$ cat config.mk
export PLATFORM = sky130hd
export DESIGN_NAME = tlu_dut_handshake_rx_flat
export DESIGN_NICKNAME = d
export VERILOG_FILES = /design/src/rtl/tlu_dut_handshake_rx_pkg.sv /design/src/rtl/tlu_dut_handshake_rx_if.sv /design/src/rtl/tlu_dut_handshake_rx_sync.sv /design/src/rtl/tlu_dut_handshake_rx.sv /design/src/flat_wrapper.sv
export SDC_FILE = /design/constraint.sdc
export NUM_CORES = 1
export LEC_CHECK = 0
export BUFFER_PORTS_ARGS = -buffer_cell sky130_fd_sc_hd__buf_2
export CAP_MARGIN = 20
export CORE_MARGIN = 2
export CORE_UTILIZATION = 51
export DETAILED_ROUTE_END_ITERATION = 16
export GPL_TIMING_DRIVEN = 0
export PLACE_DENSITY_LB_ADDON = 0.12
export SLEW_MARGIN = 15
export SYNTH_ARGS = -nofsm -noshare
export SYNTH_HDL_FRONTEND = slang
export SYNTH_SLANG_ARGS = --single-unit
$ cat constraint.sdc
create_clock -name BUS_CLK -period 2.4 [get_ports BUS_CLK]
set_input_delay 0.36 -clock BUS_CLK [delete_from_list [all_inputs] [get_ports BUS_CLK]]
set_output_delay 0.36 -clock BUS_CLK [all_outputs]
set_load 0.02 [all_outputs]
$ cat src/rtl/tlu_dut_handshake_rx_pkg.sv
// tlu_dut_pkg: shared widths and FSM states for the TLU DUT-side handshake receiver
package tlu_dut_pkg;
  localparam int ID_W = 31;
  localparam int CNT_W = 32;
  localparam int ERR_W = 8;
  typedef enum logic [2:0] {
    IDLE     = 3'd0,
    WAIT_LOW = 3'd1,
    SHIFT    = 3'd2,
    DONE     = 3'd3,
    HOLD     = 3'd4,
    RECOVER  = 3'd5
  } state_e;
endpackage

$ cat src/rtl/tlu_dut_handshake_rx_if.sv
// tlu_dut_handshake_rx_if: TLU handshake lines plus the parallel trigger-ID side
interface tlu_dut_handshake_rx_if;
  import tlu_dut_pkg::*;
  logic ENABLE;
  logic [4:0] N_BITS;
  logic HOLD_BUSY;
  logic TLU_TRIGGER;
  logic TLU_RESET;
  logic TLU_BUSY;
  logic TLU_CLOCK;
  logic [ID_W-1:0] TRIG_ID;
  logic TRIG_VALID;
  logic [CNT_W-1:0] TRIG_CNT;
  logic [ERR_W-1:0] ERR_CNT;
  modport master (
    output ENABLE, N_BITS, HOLD_BUSY, TLU_TRIGGER, TLU_RESET,
    input  TLU_BUSY, TLU_CLOCK, TRIG_ID, TRIG_VALID, TRIG_CNT, ERR_CNT
  );
  modport slave (
    input  ENABLE, N_BITS, HOLD_BUSY, TLU_TRIGGER, TLU_RESET,
    output TLU_BUSY, TLU_CLOCK, TRIG_ID, TRIG_VALID, TRIG_CNT, ERR_CNT
  );
endinterface

$ cat src/rtl/tlu_dut_handshake_rx_sync.sv
// tlu_dut_sync: two-flop synchroniser for an asynchronous TLU input
module tlu_dut_sync (
  input  logic clk,
  input  logic rst,
  input  logic d,
  output logic q
);
  logic [1:0] ff_q;
  always_ff @(posedge clk) ff_q <= rst ? 2'b00 : {ff_q[0], d};
  assign q = ff_q[1];
endmodule

$ cat src/rtl/tlu_dut_handshake_rx.sv
// tlu_dut_handshake_rx: DUT-side TLU responder; raises BUSY, clocks in the serial trigger ID
module tlu_dut_handshake_rx
  import tlu_dut_pkg::*;
#(
  parameter int CLK_DIV = 4,
  parameter int TIMEOUT = 1024
) (
  input logic BUS_CLK,
  input logic RST,
  tlu_dut_handshake_rx_if.slave bus
);
  localparam int DW = $clog2(CLK_DIV);
  localparam int TW = $clog2(TIMEOUT + 1);
  state_e state_q, state_d;
  logic trig_s, trig_q, rst_s;
  logic [TW-1:0] tmo_q, tmo_d;
  logic [DW-1:0] div_q, div_d;
  logic clk_q, clk_d, valid_q, valid_d;
  logic [4:0] idx_q, idx_d, nb_q, nb_d;
  logic [ID_W-1:0] sr_q, sr_d, id_q, id_d;
  logic [CNT_W-1:0] cnt_q, cnt_d;
  logic [ERR_W-1:0] err_q, err_d;
  logic div_end;
  tlu_dut_sync u_sync_trig (.clk(BUS_CLK), .rst(RST), .d(bus.TLU_TRIGGER), .q(trig_s));
  tlu_dut_sync u_sync_rst  (.clk(BUS_CLK), .rst(RST), .d(bus.TLU_RESET),   .q(rst_s));
  assign div_end = div_q == DW'(CLK_DIV - 1);
  always_comb begin
    state_d = state_q;
    tmo_d = tmo_q;
    div_d = div_q;
    clk_d = clk_q;
    idx_d = idx_q;
    nb_d = nb_q;
    sr_d = sr_q;
    id_d = id_q;
    valid_d = 1'b0;
    cnt_d = cnt_q;
    err_d = err_q;
    case (state_q)
      IDLE: if (bus.ENABLE && trig_s && !trig_q) begin
        state_d = WAIT_LOW;
        tmo_d = '0;
        nb_d = bus.N_BITS;
      end
      WAIT_LOW: if (!trig_s) begin
        state_d = nb_q == '0 ? DONE : SHIFT;
        idx_d = '0;
        sr_d = '0;
        div_d = '0;
        clk_d = nb_q != '0;
      end else if (tmo_q == TW'(TIMEOUT - 1)) begin
        state_d = RECOVER;
        err_d = &err_q ? err_q : err_q + ERR_W'(1);
      end else begin
        tmo_d = tmo_q + TW'(1);
      end
      SHIFT: begin
        div_d = div_end ? '0 : div_q + DW'(1);
        // a bit is sampled on the final cycle of each low phase
        if (div_end) begin
          clk_d = !clk_q && idx_q != nb_q - 5'd1;
          if (!clk_q) begin
            sr_d[idx_q] = trig_s;
            idx_d = idx_q + 5'd1;
            state_d = idx_q == nb_q - 5'd1 ? DONE : SHIFT;
          end
        end
      end
      DONE: begin
        id_d = sr_q;
        valid_d = 1'b1;
        cnt_d = cnt_q + CNT_W'(1);
        state_d = HOLD;
      end
      HOLD: state_d = bus.HOLD_BUSY ? HOLD : IDLE;
      RECOVER: state_d = trig_s ? RECOVER : IDLE;
      default: state_d = IDLE;
    endcase
    if (rst_s) cnt_d = '0;
  end
  always_ff @(posedge BUS_CLK) begin
    if (RST) begin
      state_q <= IDLE;
      trig_q <= 1'b0;
      tmo_q <= '0;
      div_q <= '0;
      clk_q <= 1'b0;
      idx_q <= '0;
      nb_q <= '0;
      sr_q <= '0;
      id_q <= '0;
      valid_q <= 1'b0;
      cnt_q <= '0;
      err_q <= '0;
    end else begin
      state_q <= state_d;
      trig_q <= trig_s;
      tmo_q <= tmo_d;
      div_q <= div_d;
      clk_q <= clk_d;
      idx_q <= idx_d;
      nb_q <= nb_d;
      sr_q <= sr_d;
      id_q <= id_d;
      valid_q <= valid_d;
      cnt_q <= cnt_d;
      err_q <= err_d;
    end
  end
  assign bus.TLU_BUSY = state_q inside {WAIT_LOW, SHIFT, DONE, HOLD};
  assign bus.TLU_CLOCK = clk_q;
  assign bus.TRIG_ID = id_q;
  assign bus.TRIG_VALID = valid_q;
  assign bus.TRIG_CNT = cnt_q;
  assign bus.ERR_CNT = err_q;
endmodule

$ cat src/flat_wrapper.sv
// flat-port wrapper written by rule: the top's interface ports become plain ports
module tlu_dut_handshake_rx_flat import tlu_dut_pkg::*;
#(
  parameter int CLK_DIV = 4,
  parameter int TIMEOUT = 1024
)
  (BUS_CLK, RST, bus_ENABLE, bus_N_BITS, bus_HOLD_BUSY, bus_TLU_TRIGGER, bus_TLU_RESET, bus_TLU_BUSY, bus_TLU_CLOCK, bus_TRIG_ID, bus_TRIG_VALID, bus_TRIG_CNT, bus_ERR_CNT);
  tlu_dut_handshake_rx_if bus_i ();
  input logic BUS_CLK;
  input logic RST;
  input wire logic [$bits(bus_i.ENABLE)-1:0] bus_ENABLE;
  input wire logic [$bits(bus_i.N_BITS)-1:0] bus_N_BITS;
  input wire logic [$bits(bus_i.HOLD_BUSY)-1:0] bus_HOLD_BUSY;
  input wire logic [$bits(bus_i.TLU_TRIGGER)-1:0] bus_TLU_TRIGGER;
  input wire logic [$bits(bus_i.TLU_RESET)-1:0] bus_TLU_RESET;
  output wire logic [$bits(bus_i.TLU_BUSY)-1:0] bus_TLU_BUSY;
  output wire logic [$bits(bus_i.TLU_CLOCK)-1:0] bus_TLU_CLOCK;
  output wire logic [$bits(bus_i.TRIG_ID)-1:0] bus_TRIG_ID;
  output wire logic [$bits(bus_i.TRIG_VALID)-1:0] bus_TRIG_VALID;
  output wire logic [$bits(bus_i.TRIG_CNT)-1:0] bus_TRIG_CNT;
  output wire logic [$bits(bus_i.ERR_CNT)-1:0] bus_ERR_CNT;
  assign bus_i.ENABLE = bus_ENABLE;
  assign bus_i.N_BITS = bus_N_BITS;
  assign bus_i.HOLD_BUSY = bus_HOLD_BUSY;
  assign bus_i.TLU_TRIGGER = bus_TLU_TRIGGER;
  assign bus_i.TLU_RESET = bus_TLU_RESET;
  assign bus_TLU_BUSY = bus_i.TLU_BUSY;
  assign bus_TLU_CLOCK = bus_i.TLU_CLOCK;
  assign bus_TRIG_ID = bus_i.TRIG_ID;
  assign bus_TRIG_VALID = bus_i.TRIG_VALID;
  assign bus_TRIG_CNT = bus_i.TRIG_CNT;
  assign bus_ERR_CNT = bus_i.ERR_CNT;
  tlu_dut_handshake_rx #(.CLK_DIV(CLK_DIV), .TIMEOUT(TIMEOUT)) u_core (.BUS_CLK(BUS_CLK), .RST(RST), .bus(bus_i));
endmodule
### After elaboration in Yosys (flattened, before gate mapping)

Index checks and enable logic that the tools add are counted.

| storage, ports and cells | value |
|---|---|
| flip-flop bits (word level) | 135 |
| bits of input ports | 11 |
| output and inout port bits | 74 |
| word-level logic and storage cells | 92 |

| cells by class | value |
|---|---|
| $add $sub $neg | 6 |
| magnitude comparators | 2 |
| eq/ne operators | 16 |
| muxes and demuxes | 32 |
| bitwise operators | 1 |
| reduce and logical (&&, ||, !) cells | 21 |

Operators by type and width:

| kind | count |
|---|---|
| 31-bit two-way mux | 3 |
| 31-bit one-hot mux with 2 select lines | 1 |
| 11-bit two-way mux | 3 |
| 32-bit by 1-bit adder with 32-bit output, second input constant | 1 |
| 31-bit bitwise mux | 1 |
| 11-bit one-hot mux with 2 select lines | 1 |
| 3-bit two-way mux | 7 |
| 3-bit one-hot mux with 6 select lines | 1 |
| 4-bit AND reduction | 4 |
| 5-bit two-way mux | 3 |
| 11-bit by 1-bit adder with 11-bit output, second input constant | 1 |
| 11-bit by 10-bit equality test with 1-bit output, second input constant | 1 |
| 5-bit one-hot mux with 2 select lines | 1 |
| 8-bit by 1-bit adder with 8-bit output, second input constant | 1 |
| 2-bit != test, second input constant | 4 |
| 8-bit AND reduction | 1 |
| 3-bit by 2-bit equality test with 1-bit output, second input constant | 2 |
| 3-bit equality test, second input constant | 2 |
| 5-bit by 6-bit less-than comparator with 1-bit output, second input constant | 1 |
| 1-bit two-way mux | 6 |
| 5-bit by 1-bit adder with 5-bit output, second input constant | 1 |
| 1-bit demux with 5-bit select | 1 |
| 5-bit equality test | 1 |
| 5-bit by 1-bit greater-or-equal comparator with 1-bit output, second input constant | 1 |
| 21 further kinds | 29 |

### Depth between registers and ports, before layout

Gate-level depths: netlist of the first run.

| depth | value |
|---|---|
| depth in word-level cells | 8 |
| depth in mapped cells | 7 |
| depth with buffers taken out | 6 |

### Modules after synthesis

A second synthesis of the first run with hierarchy kept.

| unflattened totals | value |
|---|---|
| cell total of the unflattened synthesis | 706 |
| area total of the unflattened synthesis | 6078.3 um^2 |

By module, submodules not included:

| module | times used | cells an instance | area an instance (um^2) | sequential area each (um^2) |
|---|---|---|---|---|
| tlu_dut_handshake_rx | 1 | 698 | 5973.2 | 2622.5 |
| tlu_dut_sync | 2 | 4 | 52.6 | 40.0 |

### Worst setup path after synthesis of the first run

Ideal clock, no wire load.

| timing path | value |
|---|---|
| path kind | register to register |
| from | reg u_core.cnt_q[0] (netlist: u_core.bus.TRIG_CNT[0]) |
| to | reg u_core.cnt_q[26] (netlist: u_core.bus.TRIG_CNT[26]) |
| library setup time | 0.135 ns |
| arrival time | 1.682 ns |
| required time | 2.265 ns |
| setup slack | 0.582 ns |
| stages on the path, launching flop included | 7 |
| buffers on the path | 1 |
| period minus slack after synthesis | 1.818 ns |
| path through | dfxtp_1 -> ha_1 -> and3_1 -> nand4_1 -> clkbuf_1 -> o311ai_0 -> o41ai_1 |

| between the ends | value |
|---|---|
| word-level cells in the longest chain between the ends | 1 |

RTL lines:

| element | line | source |
|---|---|---|
| start, declared | tlu_dut_handshake_rx.sv:21 | `logic [CNT_W-1:0] cnt_q, cnt_d;` |
| start signal, assigned | tlu_dut_handshake_rx.sv:106 | `cnt_q <= cnt_d;` |
| 32-bit by 1-bit adder with 32-bit output | tlu_dut_handshake_rx.sv:72 | `cnt_d = cnt_q + CNT_W'(1);` |

Every way passes these cells.
A chain may end at the register's enable or synchronous reset.

### Worst setup path in the final report of the first run

| timing path | value |
|---|---|
| from | reg u_core.state_q[0] |
| to | out bus_TLU_BUSY |

| between the ends | value |
|---|---|
| word-level cells in the longest chain between the ends | 2 |
| elaborated cells between the ends (all ways) | 5 |
| those cells by class | 4 x eq/ne; 1 x reduce/logical |

RTL lines:

| element | line | source |
|---|---|---|
| start, declared | tlu_dut_handshake_rx.sv:14 | `state_e state_q, state_d;` |
| start signal, assigned | tlu_dut_handshake_rx.sv:96 | `state_q <= state_d;` |
| 3-bit by 1-bit equality test with 1-bit output (tied with other cells) | tlu_dut_handshake_rx.sv:110 | `assign bus.TLU_BUSY = state_q inside {WAIT_LOW, SHIFT, DONE, HOLD};` |
| 4-bit nonzero test * | tlu_dut_handshake_rx.sv:110 |  |
| end, declared | flat_wrapper.sv:16 | `output wire logic [$bits(bus_i.TLU_BUSY)-1:0] bus_TLU_BUSY;` |

Mark *: on every way between the ends. The rest lies on a longest branch, timed or not.

==> results by group, run 1 <==
Status
  – Outcome: complete, no violations

Layout
  – FF/Latch Area: 2700 um^2
  – Fin cells: 963
  – Fin util: 63.2%
  – Multi-input logic area: 3150 um^2
  – Layout area overhead: 19.8%
  – Design Area, Final: 7310 um^2
  – N_diodes: 0
  – Share of layout cells above drive strength 1: 17.1%
  – Filler cells: 1003
  – Final Net Count: 828

Clocking
  – Clk buf depth: 2
  – Num CTS Buffers: 17
  – Post-CTS Setup Bufs: 0
  – CTS root buffer: clkbuf_16
  – CTS tree: done
  – # clock sinks: 135
  – CTS H-Tree Depth: 4
  – CTS resizes: 0
  – Clock-pin slew on the worst setup and hold paths: 0.06 ns
  – Clk_lat worst skew: 0.42 ns
  – Post-CTS Hold Buffers: 0

Pwr
  – Leak pwr: 2.84 nW
  – Pwr Density: 713 nW/um^2
  – Internal cell power: 4.05 mW
  – Psw: 1.16 mW
  – Sw frac: 22.3%
  – Sequential share of power: 43.5%
  – Clock power share: 51.2%
  – Maximum vdd drop: 0.530 mV
  – Gate power share: 5.3%

Setup path
  – Slowest CP cell: dfxtp_1
  – WS Path Type: reg2out
  – Worst setup SP type: flip-flop
  – Worst setup EP type: output pin
  – Cells along the critical path: buf_4 > clkbuf_1 > nor2_1 > xnor2_1 > buf_2
  – Critical path buffer and inverter count: 3
  – Critical path arrival: 1.89 ns
  – Slowest cell delay on critical path: 0.38 ns
  – Crit-path leading delay family: buffers and inverters
  – Req. time, crit path: 2.04 ns
  – Crit-path max FO: 10

STA
  – RSZ-0062 raised after global routing: false
  – Slew @ Worst Pin: 0.746 ns
  – Max-slew headroom: 50.0%
  – Pins over their slew limit: 0
  – Worst Clk Skew: 0.00882 ns
  – Final period utilization: 93.9%
  – Hold Vio Cnt, Final: 0
  – Crit path time final: 2.25 ns
  – Max Freq: 444 MHz
  – Setup violators final: 0

Placed design
  – Final HPWL DP: 10800 um
  – Placed Cells: 932
  – Dpl cell area: 6700 um^2
  – GPL Wtd Cong: 0.879
  – Port Buffers: 83

Synth
  – YS warnings: 0
  – Post-synth EDFFs: 0
  – Cell Area, Synth: 6100 um^2
  – Share of the yosys chip area belonging to registers: 44.3%
  – Register bit total from synthesis: 135
  – Mapped Nets: 726
  – Cell variety after synth: 57
  – Cell count after synthesis: 706
  – Post-synth ARST share: 0%
  – Synth Area per Inst: 8.64 um^2
  – Ys flop type: dfxtp_1

Detailed routing
  – Wirelength per Cell: 15.5 um
  – DR vias: 5628
  – Detailed Routing Iterations Pass 1: 5
  – Vias per cell: 5.84
  – DRC Markers: 0
  – Iteration-0 DRC count of the detailed router: 489
  – Post-route ant nets: 0
  – Final wirelength: 15000 um

Global routing
  – Overflow after GRT: 0
  – Vias in the first global route: 5151
  – Pin count of the biggest net entering global routing: 17
  – GRT Overall Usage: 24.0%
  – Antenna violations before repair: 0
  – First-pass GRT wire length: 24800 um

Die
  – Starting Density: 52.8%
  – Die area: 12900 um^2
  – Num rows: 39
  – Die span in x: 113 um
  – Io pins: 85
  – Core box area: 11600 um^2
  – Die height: 113 um

Flow run
  – Max-cap viol count: 0

Min path
  – Worst min path class: in2reg
cells in the mapped netlist, types with 6 or more instances:
library cell | n | area (um^2)
dfxtp_1 | 135 | 2700
nand2_1 | 117 | 439
a21oi_1 | 68 | 340
clkbuf_1 | 33 | 124
nand3_1 | 27 | 135
nor2_1 | 27 | 101
o31ai_1 | 26 | 195
o211ai_1 | 22 | 165
nand4_1 | 19 | 119
mux2i_1 | 17 | 170
or3_1 | 17 | 106
o21ai_0 | 16 | 80.1
inv_1 | 15 | 56.3
or4_1 | 14 | 105
xor2_1 | 12 | 105
and4_1 | 10 | 87.6
ha_1 | 9 | 113
and3_1 | 8 | 50.1
buf_2 | 8 | 40.0
nor2b_1 | 8 | 50.1
o311ai_0 | 8 | 70.1
o41ai_1 | 8 | 70.1
xnor2_1 | 8 | 70.1
nor4_1 | 6 | 37.5
cell families (layout without fill, tap and decap cells):
family	Yosys count	count (layout)	share of synthesized area, %
AOI/OAI and AO/OA	174	174	18.7
xor gates and xnor gates	20	20	2.87
adders and majority gates	9	9	1.85
buffers and inverters	61	175	4.16
DFF	135	135	44.3
muxes	19	19	3.16
and+or+nand+nor	288	288	25.0
stage by stage:
step	TNS (ns)	total power [mW]	hold slack, ns	worst slack, ns
global route	0	5.38	0.160	0.00577
global placement	0	2.58	0.425	0.0631
CTS	0	5.25	0.159	0.181
detailed placement	-0.0459	2.59	0.431	-0.0213
floorplan	0	2.51	0.414	0.582
finish	0	5.21	0.170	0.146
placed cells by master (no fill, tap or decap), types with 4 or more instances in the layout:
master,Yosys,layout
a211oi_1,4,4
a21oi_1,68,68
a22oi_1,5,5
and3_1,8,8
and4_1,10,10
buf_2,8,91
clkbuf_1,33,33
clkbuf_16,0,17
dfxtp_1,135,135
ha_1,9,9
inv_1,15,15
mux2i_1,17,17
nand2_1,117,117
nand3_1,27,27
nand4_1,19,19
nor2_1,27,27
nor2b_1,8,8
nor3b_1,5,5
nor4_1,6,6
o211ai_1,22,22
o21ai_0,16,16
o311ai_0,8,8
o31ai_1,26,26
o41ai_1,8,8
or2_2,4,4
or3_1,17,17
or4_1,14,14
xnor2_1,8,8
xor2_1,12,12
power groups by stage:
stage | Combinational, mW | Sequential (mW) | Clock [mW]
2_1_floorplan | 0.196 | 2.31 | 0
3_3_place_gp | 0.268 | 2.32 | 0
3_5_place_dp | 0.273 | 2.32 | 0
4_1_cts | 0.275 | 2.27 | 2.70
5_1_grt | 0.306 | 2.27 | 2.81
6_report | 0.278 | 2.27 | 2.67
worst register-to-register path, cell delays in order, from the launching register on:
cell	delay, ns
dfxtp_1	0.38
buf_4	0.21
and4b_1	0.29
nand4_1	0.32
clkbuf_1	0.35
o311ai_0	0.38
o41ai_1	0.13
cell type report:
class	instances	share of cell area, %
clock inverters	11	2.04
flip-flops and latches	135	37.0
plain buffers	46	2.70
clock buffers	20	6.38
multi-input cells	510	43.0
repair buffers	83	5.68
inverters	15	0.770
well taps	143	2.45
flip-flops by register name, indices dropped and copies added (netlist names):
name and cells:
u_core.div_q 2, u_core.nb_q 5, u_core.bus.TRIG_CNT 32, u_core.sr_q 31, u_core.idx_q 5, u_core.state_q 3, u_core.bus.TRIG_ID 31, u_core.bus.TLU_CLOCK 1
u_core.bus.TRIG_VALID 1, u_core.tmo_q 11, u_core.u_sync_trig.ff_q 2, u_core.trig_q 1, u_core.u_sync_rst.ff_q 2, u_core.bus.ERR_CNT 8
final timing paths:
path | from | to | slack, ns | cells past startpoint
setup / recovery | u_core.state_q[0] | bus_TLU_BUSY | 0.15 | 5
hold reg to reg | u_core.u_sync_rst.ff_q[0] | u_core.u_sync_rst.ff_q[1] | 0.44 | 1
hold / removal | bus_TLU_RESET | u_core.u_sync_rst.ff_q[0] | 0.17 | 2
setup reg to reg | u_core.state_q[0] | u_core.bus.TRIG_CNT[25] | 0.21 | 6
routing by layer:
layer / wire length [um] / vias to the layer above / share of wire, % / track usage (%)
met1: 7300 / 2646 / 49 / 33.6
met3: 819 / 23 / 5.5 / 5.90
met5: 0 / - / 0 / 0
met2: 6570 / 167 / 44 / 36.3
met4: 262 / 0 / 1.8 / 8.13
li1: - / 2792 / - / -
No activity file was read; power rests on OpenSTA's default activity.
==> inputs of run 2 (changes only) <==
- ABC_AREA: not set -> 1
==> run 2 against run 1 <==
Effect of this change:
- setup slack gained 0.23 ns
- sequential cell count is the same
- combinational power grew to 2.8 times the previous value
- design area grew 5.7%
- fmax grew 11%
- die area grew 6.9%
- sequential share of layout area shrank 2.0 points
- clock power shrank 7.5%
- global-route usage grew 0.80 points
- wire length grew 9.0%
- critical path type is now reg2reg
- largest cell class unchanged
- largest power group unchanged
==> results by group, run 2 <==
Global routing
  – Overflow after GRT: 0
  – Pin count of the biggest net entering global routing: 17
  – First-pass GRT wire length: 26600 um
  – Antenna violations before repair: 0
  – GRT Overall Usage: 24.8%
  – Vias in the first global route: 5537

Synth
  – Cell Area, Synth: 6540 um^2
  – Post-synth ARST share: 0%
  – Register bit total from synthesis: 135
  – Ys flop type: dfxtp_1
  – Synth Area per Inst: 6.75 um^2
  – Count leader, synth: nand2_1
  – Mapped Nets: 989
  – Commonest cells in the netlist: 227 x nand2_1, 169 x nor2_1, 135 x dfxtp_1
  – Largest cells by area after synthesis: dfxtp_1 41%, nand2_1 13%, nor2_1 9.7%, a21oi_1 5.7%, o21ai_0 5.7%
  – Share of the yosys chip area belonging to registers: 41.3%
  – Post-synth EDFFs: 0
  – Cell variety after synth: 36
  – Yosys top cell area share: 41.3%
  – YS warnings: 0
  – Cell taking the most area after synthesis: dfxtp_1
  – Cell count after synthesis: 969

Layout
  – FF/Latch Area: 2700 um^2
  – Final Net Count: 1091
  – Share of layout cells above drive strength 1: 14.0%
  – Filler cells: 1249
  – Multi-input logic area: 3330 um^2
  – Commonest non-fill, non-tap cells in the layout: 227 x nand2_1, 169 x nor2_1, 135 x dfxtp_1, 90 x inv_1, 87 x buf_2
  – N_diodes: 0
  – Number of flip-flops in the largest register: 32
  – Layout area overhead: 18.3%
  – Commonest non-fill, non-tap cell in the layout: nand2_1
  – Fin cells: 1256

Detailed routing
  – Vias per cell: 5.04
  – Post-route ant nets: 0
  – Detailed Routing Iterations Pass 1: 5
  – Wirelength per Cell: 13.0 um
  – DR vias: 6331
  – Iteration-0 DRC count of the detailed router: 385
  – Final wirelength: 16300 um
  – DRC Markers: 0

Pwr
  – Pwr Density: 727 nW/um^2
  – Leak pwr: 3.15 nW
  – Maximum vdd drop: 0.507 mV

Placed design
  – Port Buffers: 83
  – GPL Wtd Cong: 0.895
  – Placed Cells: 1224
  – Final HPWL DP: 12100 um

Setup path
  – FF-to-FF Start: u_core.tmo_q[0]
  – Crit-path max FO: 6
  – Critical path arrival: 2.30 ns
  – Worst setup SP type: flip-flop
  – R2R depth: 8
  – Worst setup EP type: flip-flop
  – Worst r2r dst: u_core.bus.ERR_CNT[5]
  – WS Path Type: reg2reg
  – Reg2Reg Setup Slack: 0.37 ns
  – Req. time, crit path: 2.68 ns

Clocking
  – CTS tree: done
  – # clock sinks: 135
  – Num CTS Buffers: 17
  – Post-CTS Hold Buffers: 0
  – CTS H-Tree Depth: 4
  – Clock-pin slew on the worst setup and hold paths: 0.06 ns
  – CTS root buffer: clkbuf_16
  – Post-CTS Setup Bufs: 0
  – Clk buf depth: 2
  – Clk_lat worst skew: 0.42 ns
  – CTS resizes: 0

STA
  – RSZ-0062 raised after global routing: false
  – Crit path time final: 2.03 ns
  – Pins over their slew limit: 0
  – Slew @ Worst Pin: 0.755 ns
  – Max-slew headroom: 49.3%
  – Final period utilization: 84.4%
  – Max Freq: 494 MHz
  – Setup violators final: 0
  – Worst Clk Skew: 0.00624 ns
  – Setup TNS: 0 ns
  – Hold Vio Cnt, Final: 0

Die
  – Starting Density: 52.0%
  – Num rows: 41
  – Io pins: 85
  – Core box area: 12600 um^2
  – Die height: 117 um
  – Die span in x: 117 um
  – Die area: 13700 um^2

Flow run
  – Max-cap viol count: 0

Min path
  – Worst min path class: in2reg
  – Worst hold start: bus_TLU_RESET
  – Worst Hold Endpoint: u_core.u_sync_rst.ff_q[0]
  – Worst hold path stage count: 3

Status
  – Outcome: complete, no violations
[run 2: changes by cell type after synthesis, sizes merged, moves of 10 or more]
cell / before / now
o21ai: 17 / 81
nand3: 27 / 57
nor2: 27 / 181
mux2i: 17 / 0
nor3: 1 / 36
or3: 17 / 0
or4: 14 / 0
clkbuf: 33 / 19
nand2: 117 / 233
o31ai: 26 / 0
o211ai: 23 / 0
nand4: 19 / 7
and4: 10 / 0
inv: 15 / 94
[run 2: kinds of logic (layout without fill, tap and decap cells)]
kind of cell	Yosys count	count (layout)	share of synthesized area, %
AO/OA/AOI/OAI	160	160	12.6
XOR/XNOR	15	15	2.01
adder cells (fa/ha/maj)	9	9	1.72
buffers and inverters	126	241	7.73
flip-flops	135	135	41.3
AND/OR/NAND/NOR	524	524	34.6
[run 2: how the worst max path moves through the flow]
stage                                 startpoint                      end  slack, ns  depth (start not counted)
after floorplan           u_core.bus.TRIG_CNT[0]  u_core.bus.TRIG_CNT[20]       0.67                          8
after global placement           u_core.tmo_q[0]    u_core.bus.ERR_CNT[6]       0.42                          8
after detailed placement         u_core.tmo_q[0]    u_core.bus.ERR_CNT[7]       0.40                          8
after CTS                        u_core.tmo_q[0]    u_core.bus.ERR_CNT[5]       0.35                          8
after global routing             u_core.tmo_q[0]    u_core.bus.ERR_CNT[4]       0.11                          8
final                            u_core.tmo_q[0]    u_core.bus.ERR_CNT[5]       0.37                          8
[run 2: routing by layer]
layer  vias to the layer above  track usage, %  part of all wire, %
li1                       3318               -                    -
met1                      2860            32.7                   46
met5                         -               0                    0
met4                         0            8.55                  1.8
met2                       124            40.3                   47
met3                        29            5.36                  4.8
[run 2: cell type report]
cell class | instances | share of cell area, %
clock buffer | 19 | 5.73
timing repair buffer | 83 | 5.37
multi-input combinational | 708 | 43.1
clock inverter | 13 | 1.57
sequential | 135 | 34.9
inverter | 96 | 4.72
tap | 172 | 2.78
buffer | 30 | 1.81
[run 2: per-stage QoR]
step                area (um^2)  power [mW]  hold slack, ns  setup WS (ns)  util, %
floorplan                  6540        3.00           0.388          0.673        -
global placement           7170        3.19           0.401          0.417     57.0
detailed placement         7170        3.20           0.397          0.396     57.0
CTS                        7730        5.66           0.127          0.350     61.5
global route               7730        5.87           0.165          0.110     61.5
finish                     7730        5.63           0.134          0.374     61.5
[run 2: power breakdown]
part           switching [mW]  internal, mW  total [mW]
Clock                    1.01          1.46        2.47
Sequential             0.0703          2.31        2.38
Combinational           0.552         0.224       0.776
Total                    1.63          3.99        5.63
[run 2: worst max-delay path, cell delays in order (launching register included)]
cell and delay (ns):
dfxtp_1 0.42, ha_1 0.26, nand3_1 0.12, nor3_1 0.32, nand3_1 0.11, nor2_1 0.30, nand2_1 0.18, nand2_1 0.10
a21oi_1 0.06
